File: src/rtl/uart_tx_drain.sv
// Purpose : UART transmitter that drains a first-word-fall-through FIFO, one frame per word.
// Latency : pop in IDLE cycle T, start bit on tx from T+1; frames are back-to-back with one IDLE cycle between.
// Backpres: pops only in IDLE when the FIFO is non-empty; fifo_empty is ignored while a frame is in flight.
//
// Ports:
//   clk, rst            - single clock, synchronous active-high reset
//   fifo_dout/empty     - FIFO head word and empty flag (FWFT read port)
//   fifo_rd_en          - one-cycle pop strobe (combinational decode of IDLE && !empty && !rst)
//   tx                  - serial line, idle high (registered)
//   busy                - frame in progress (registered)
//   tx_done             - one-cycle pulse on the last cycle of the final stop bit (registered)
//
// Build option: define UART_TX_PARITY_EN to insert an even-parity bit between data and stop.
module uart_tx_drain #(
  parameter int DWIDTH       = 8,
  parameter int CLKS_PER_BIT = 868,
  parameter int STOP_BITS    = 1
) (
  input  logic              clk,
  input  logic              rst,
  input  logic [DWIDTH-1:0] fifo_dout,
  input  logic              fifo_empty,
  output logic              fifo_rd_en,
  output logic              tx,
  output logic              busy,
  output logic              tx_done
);

  // Counter sized for the longest state (two stop bits).
  localparam int CW = $clog2(CLKS_PER_BIT * 2);
  localparam int BW = $clog2(DWIDTH + 1);

  localparam logic [CW-1:0] BIT_LAST  = CW'(CLKS_PER_BIT - 1);
  localparam logic [CW-1:0] STOP_LAST = CW'(STOP_BITS * CLKS_PER_BIT - 1);
  // tx_done is registered, so it is loaded one cycle ahead of the final stop cycle.
  localparam logic [CW-1:0] STOP_PRE  = CW'(STOP_BITS * CLKS_PER_BIT - 2);
  localparam logic [BW-1:0] DATA_LAST = BW'(DWIDTH - 1);

  typedef enum logic [2:0] {
    S_IDLE,
    S_START,
    S_DATA,
    S_PARITY,
    S_STOP
  } state_t;

  state_t            state_q;
  logic [CW-1:0]     cnt_q;
  logic [CW-1:0]     cnt_d;
  logic [BW-1:0]     bit_idx_q;
  logic [BW-1:0]     bit_idx_d;
  logic [DWIDTH-1:0] shift_q;
  logic [DWIDTH-1:0] shift_d;
  logic              tx_q;
  logic              busy_q;
  logic              tx_done_q;
  logic              bit_end;
`ifdef UART_TX_PARITY_EN
  logic              parity_q;
`endif

  assign cnt_d     = cnt_q + CW'(1);
  assign bit_idx_d = bit_idx_q + BW'(1);
  assign shift_d   = shift_q >> 1;
  assign bit_end   = (cnt_q == BIT_LAST);

  // Pop is decoded combinationally so the FIFO advances in the same cycle the word is latched.
  assign fifo_rd_en = (state_q == S_IDLE) && !fifo_empty && !rst;

  assign tx      = tx_q;
  assign busy    = busy_q;
  assign tx_done = tx_done_q;

  // tx_q always carries the level for the state being entered, so tx is glitch-free and registered.
  always_ff @(posedge clk) begin
    if (rst) begin
      state_q   <= S_IDLE;
      cnt_q     <= '0;
      bit_idx_q <= '0;
      shift_q   <= '0;
      tx_q      <= 1'b1;
      busy_q    <= 1'b0;
      tx_done_q <= 1'b0;
`ifdef UART_TX_PARITY_EN
      parity_q  <= 1'b0;
`endif
    end else begin
      tx_done_q <= 1'b0;
      case (state_q)
        S_IDLE: begin
          tx_q <= 1'b1;
          if (!fifo_empty) begin
            shift_q   <= fifo_dout;
`ifdef UART_TX_PARITY_EN
            parity_q  <= ^fifo_dout;
`endif
            state_q   <= S_START;
            tx_q      <= 1'b0;
            busy_q    <= 1'b1;
            cnt_q     <= '0;
            bit_idx_q <= '0;
          end
        end

        S_START: begin
          if (bit_end) begin
            cnt_q   <= '0;
            state_q <= S_DATA;
            tx_q    <= shift_q[0];
          end else begin
            cnt_q <= cnt_d;
          end
        end

        S_DATA: begin
          if (bit_end) begin
            cnt_q <= '0;
            if (bit_idx_q == DATA_LAST) begin
              bit_idx_q <= '0;
`ifdef UART_TX_PARITY_EN
              state_q   <= S_PARITY;
              tx_q      <= parity_q;
`else
              state_q   <= S_STOP;
              tx_q      <= 1'b1;
`endif
            end else begin
              shift_q   <= shift_d;
              tx_q      <= shift_d[0];
              bit_idx_q <= bit_idx_d;
            end
          end else begin
            cnt_q <= cnt_d;
          end
        end

`ifdef UART_TX_PARITY_EN
        S_PARITY: begin
          if (bit_end) begin
            cnt_q   <= '0;
            state_q <= S_STOP;
            tx_q    <= 1'b1;
          end else begin
            cnt_q <= cnt_d;
          end
        end
`endif

        S_STOP: begin
          tx_q <= 1'b1;
          if (cnt_q == STOP_LAST) begin
            cnt_q   <= '0;
            state_q <= S_IDLE;
            busy_q  <= 1'b0;
          end else begin
            cnt_q <= cnt_d;
            if (cnt_q == STOP_PRE) begin
              tx_done_q <= 1'b1;
            end
          end
        end

        default: begin
          state_q   <= S_IDLE;
          cnt_q     <= '0;
          bit_idx_q <= '0;
          tx_q      <= 1'b1;
          busy_q    <= 1'b0;
        end
      endcase
    end
  end

endmodule

File: config.mk
export PLATFORM = sky130hd
export DESIGN_NAME = uart_tx_drain
export DESIGN_NICKNAME = d
export VERILOG_FILES = /design/src/rtl/uart_tx_drain.sv
export SDC_FILE = /design/constraint.sdc
export NUM_CORES = 1
export LEC_CHECK = 0
export ABC_AREA = 1
export CORE_UTILIZATION = 40
export DETAILED_ROUTE_END_ITERATION = 8
export SYNTH_ARGS = -nofsm -noshare
export SYNTH_HDL_FRONTEND = slang
export SYNTH_SLANG_ARGS = --single-unit
File: constraint.sdc
create_clock -name clk -period 2.1 [get_ports clk]
set_input_delay 0.315 -clock clk [delete_from_list [all_inputs] [get_ports clk]]
set_output_delay 0.315 -clock clk [all_outputs]
set_load 0.02 [all_outputs]
==> Word-level counts from Yosys, hierarchy flattened <==
Index checks and enable logic that the tools add are counted.
{ "word_totals": {"reg_bits": 29, "input_bits": 11, "output_inout_bits": 4, "elab_cells": 65} }
{ "classes": {"add_sub_neg": 2, "n_eq_ne": 12, "n_mux": 26, "bitwise": 3, "n_reduce_logical": 15} }
{ "ops": {"columns": ["cell", "count"], "rows": [
  ["2-to-1 mux 8 bit", 3],
  ["equality test 11 x 10 -> 1 bit, second input constant", 2],
  ["2-to-1 mux 11 bit", 2],
  ["case mux 11 bit (2 select lines)", 1],
  ["case mux 8 bit (2 select lines)", 1],
  ["2-to-1 mux 3 bit", 5],
  ["2-to-1 mux 4 bit", 3],
  ["inequality test 2 bit, second input constant", 6],
  ["case mux 3 bit (4 select lines)", 1],
  ["case mux 4 bit (3 select lines)", 1],
  ["adder 11 x 1 -> 11 bit, second input constant", 1],
  ["2-to-1 mux 1 bit", 7],
  ["case mux 1 bit (3 select lines)", 2],
  ["AND reduction 3 bit", 2],
  ["OR reduction 3 bit", 2],
  ["AND reduction 5 bit", 1],
  ["adder 4 x 1 -> 4 bit, second input constant", 1],
  ["equality test 4 x 3 -> 1 bit, second input constant", 1],
  ["AND reduction 4 bit", 1],
  ["OR reduction 2 bit", 2],
  ["equality test 3 x 1 -> 1 bit, second input constant", 1],
  ["equality test 3 x 2 -> 1 bit, second input constant", 1],
  ["equality test 3 bit, second input constant", 1],
  ["logical NOT 3 bit", 1],
  ["5 further kinds", 9]
]} }

==> Depth between registers and ports, before layout <==
{ "logic_depth": {"ltp_word": 4, "mapped_depth": 10, "depth_no_buf": 9} }

==> Worst setup path before layout <==
OpenSTA, ideal clock, no wires.
{ "synth_path": {"kind": "register to register", "startpoint": "reg cnt_q[1]", "endpoint": "reg shift_q[7]", "setup_time_ns": 0.114, "arrival_ns": 1.362, "required_ns": 1.986, "setup_slack_ns": 0.625, "path_stages_with_launch": 9, "path_buffers": 1, "synth_period_minus_slack_ns": 1.475, "path_cell_list": "dfxtp_1 ha_1 nor3b_2 nand3_2 nand2_4 nand3_4 buf_6 a21oi_1 nor2_1"} }
{ "synth_via": {"elab_chain_cells": 3} }
{ "synth_rtl": {"columns": ["element", "line", "source"], "rows": [
  ["start, declared", "48", "logic [CW-1:0] cnt_q;"],
  ["start signal, assigned", "111", "cnt_q <= cnt_d;"],
  ["start signal, assigned", "133", "cnt_q <= cnt_d;"],
  ["start signal, assigned", "156", "cnt_q <= cnt_d;"],
  ["equality test 11 x 10 -> 1 bit", "65", "assign bit_end = (cnt_q == BIT_LAST);"],
  ["inequality test 2 bit (no line)", null, null],
  ["AND reduction 4 bit (no line)", null, null],
  ["end signal, assigned", "93", "shift_q <= fifo_dout;"],
  ["end signal, assigned", "128", "shift_q <= shift_d;"],
  ["end, declared", "52", "logic [DWIDTH-1:0] shift_q;"]
]} }
No other way between the ends.
A chain may end at the register's enable or synchronous reset.

==> Worst setup path after layout <==
{ "layout_path": {"startpoint": "in fifo_empty", "endpoint": "out fifo_rd_en"} }
{ "layout_via": {"elab_chain_cells": 3} }
{ "layout_rtl": {"columns": ["element", "line", "source"], "rows": [
  ["start, declared", "22", "input logic fifo_empty,"],
  ["logical NOT 1 bit", null, null],
  ["logical AND 1 bit (2 in series)", "68", "assign fifo_rd_en = (state_q == S_IDLE) && !fifo_empty && !rst;"],
  ["end, declared", "23", "output logic fifo_rd_en,"]
]} }
No other way between the ends.

==> run_results.csv <==
group,metric,value,unit
clocking,tritoncts,"done",
timing,fmax,509,MHz
drt,drt_iter0_markers,53,
yosys,yosys_warnings,0,
clocking,clk_latency,280,ps
timing,tightestPinTransition,376,ps
yosys,netlist.area_leader.share,34.9,%
placed_design,postPlaceCellArea,0.00182,mm2
clocking,clkSlewWorstSetupHoldPaths,60,ps
drt,drc,0,
die,initial_core_util,41.6,%
min_path,hold_class,"register to register",
timing,report.final.slew_viol_count,0,
grt,antenna_found_initial,0,
yosys,syn_inst,245,
die,die_w,66.5,um
setup_path,r2r_slack,430,ps
clocking,post_cts_buffers,0,
die,die-area,0.00442,mm2
setup_path,cp_cell_sequence,"clkdlybuf4s50_1, inv_1, nand3_1, nor2_1, clkdlybuf4s50_1",
placed_design,hpwlAfterDp,2.26,mm
drt,ant_nets,0,
setup_path,path_class,"input pin to output port",
timing,fin_crit,1970,ps
placed_design,port_buffers,14,
power,p_per_area,831,mW/mm2
clocking,numCtsBuffers,5,
grt,grt_use_total,16.1,%
layout,postLayoutCoreUtil,47.6,%
setup_path,critPathMaxFanout,3,
yosys,synth-seq-cells,29,
drt,wl_per_cell,10.3,um
power,ir_drop,0.391,mV
timing,fin_setup_tns,0,ps
setup_path,start_kind,"input pin",
timing,clock_skew,4.74,ps
yosys,netlist_area,0.00166,mm2
run,drv_cap,0,
setup_path,slowest_stage,"clkdlybuf4s50_1",
setup_path,cp_slowest_stage_delay,600,ps
grt,grt_pass1_wl,5.33,mm
die,coreArea,0.00400,mm2
timing,maxSlewHeadroom,74.9,%
grt,gr-total-overflow,0,
clocking,cts.sinks,29,
setup_path,crit_path_end_kind,"output port",
grt,first_global_vias,1228,
die,ios,15,
outcome,status,"finished, final reports clean",
drt,routed_wl,3.21,mm
yosys,syn_nets,259,
clocking,cts_resized,0,
placed_design,place_congestion,0.822,
yosys,yosysTopAreaCell,"dfxtp_1",
power,p_leak,0.000849,uW
clocking,root_buffer,"clkbuf_8",
yosys,synth_area_leaders,"dfxtp_1 35%, nand2_1 13%, nor2_1 7.7%",
grt,grt_max_degree,21,
timing,rsz0062_at_grt,"no",
clocking,postCtsHoldBufs,0,
setup_path,arrival,1650,ps
drt,vias_per_cell,4.69,
layout,final_layout_size_suffix_gt1_share,14.1,%
yosys,yosysSeqAreaShare,34.9,%
die,dieHeight,66.5,um
layout,fin_nets,275,
layout,fillCellCount,423,
layout,design_area,0.00190,mm2
drt,first_pass_iters,5,
die,num_rows,23,
yosys,syn_area_per_cell,6.79,um2
yosys,ys_types,26,
timing,hold_viol_final,0,
layout,antenna_cells,0,
clocking,cts.path.max_buffers,2,
layout,area_delta_synth_final,14.4,%
clocking,htreeDepth,2,
timing,period_share,93.6,%
drt,vias,1462,
timing,setup-violations-final,0,
setup_path,path_common_cell,"clkdlybuf4s50_1",
setup_path,crit_required,1780,ps
[report_power, final]
| part | internal (uW) | switching, uW | total [uW] |
|---|---|---|---|
| logic | 173 | 301 | 475 |
| registers | 622 | 41.1 | 664 |
| clock network | 229 | 215 | 444 |
[flip-flops by register name, summed over array words and instances (netlist names)]
signal and cells:
cnt_q 11, state_q 3, tx 1, busy 1, tx_done 1, bit_idx_q 4
shift_q 8
[per-stage QoR]
stage	setup slack (ps)	hold slack [ps]	cells	total power [uW]
global placement	146	454	304	1150
finish	134	467	312	1580
floorplan	625	439	245	1070
CTS	124	467	312	1600
detailed placement	132	457	304	1150
global route	43.2	495	312	1700
[cell usage after synthesis (all sizes together)]
cell    count
a21oi      13
buf         6
clkbuf      2
dfxtp      29
ha          3
inv        36
nand2      64
nand3      15
nand4       8
nor2       40
nor3       12
nor3b       1
o21ai      13
xor2        3
[logic make-up after synthesis]
kind of cell / after synthesis / synth area share, %
adder cells (fa/ha/maj): 3 / 2.26
XOR/XNOR: 3 / 1.58
AO/OA/AOI/OAI: 26 / 8.27
buffers and inverters: 44 / 12.3
flip-flops: 29 / 34.9
AND/OR/NAND/NOR: 140 / 40.8
[metal layers]
metal  up-vias  track usage (%)  wire, um
li1        800                -         -
met2        31             23.7      1350
met5         -                0         0
met3         4             5.14       112
met1       627             21.6      1720
met4         0             6.38        30
[placed cells by master, fill, tap and decap left out, drive strengths merged]
cell,synthesis,layout
nor2,40,40
inv,36,36
nand4,8,8
nor3,12,12
dfxtp,29,29
ha,3,3
xor2,3,3
clkbuf,2,6
nand3,15,15
a21oi,13,13
buf,6,3
o21ai,13,13
clkinv,0,2
nor3b,1,1
nand2,64,64
clkdlybuf4s50,0,14
[path summary, 6_finish.rpt]
check,from,to,depth (start not counted)
max,fifo_empty,fifo_rd_en,5
min,shift_q[0],shift_q[0],2
min reg2reg,shift_q[0],shift_q[0],2
max reg2reg,cnt_q[1],cnt_q[1],7
[worst max-delay path: cells and delay by family]
kind                   cells  cell delay [ps]
AND/OR/NAND/NOR            2              230
buffers and inverters      3             1110
[area by class of cell]
type	count	area, um2	share of cell area, %
Clock buffer	6	72.6	3.81
Clock inverter	2	10.0	0.526
Multi-Input combinational cell	172	880	46.2
Sequential cell	29	581	30.5
Tap cell	50	62.6	3.29
Inverter	36	135	7.10
Timing Repair Buffer	17	163	8.55
No activity file was read; power rests on OpenSTA's default activity.
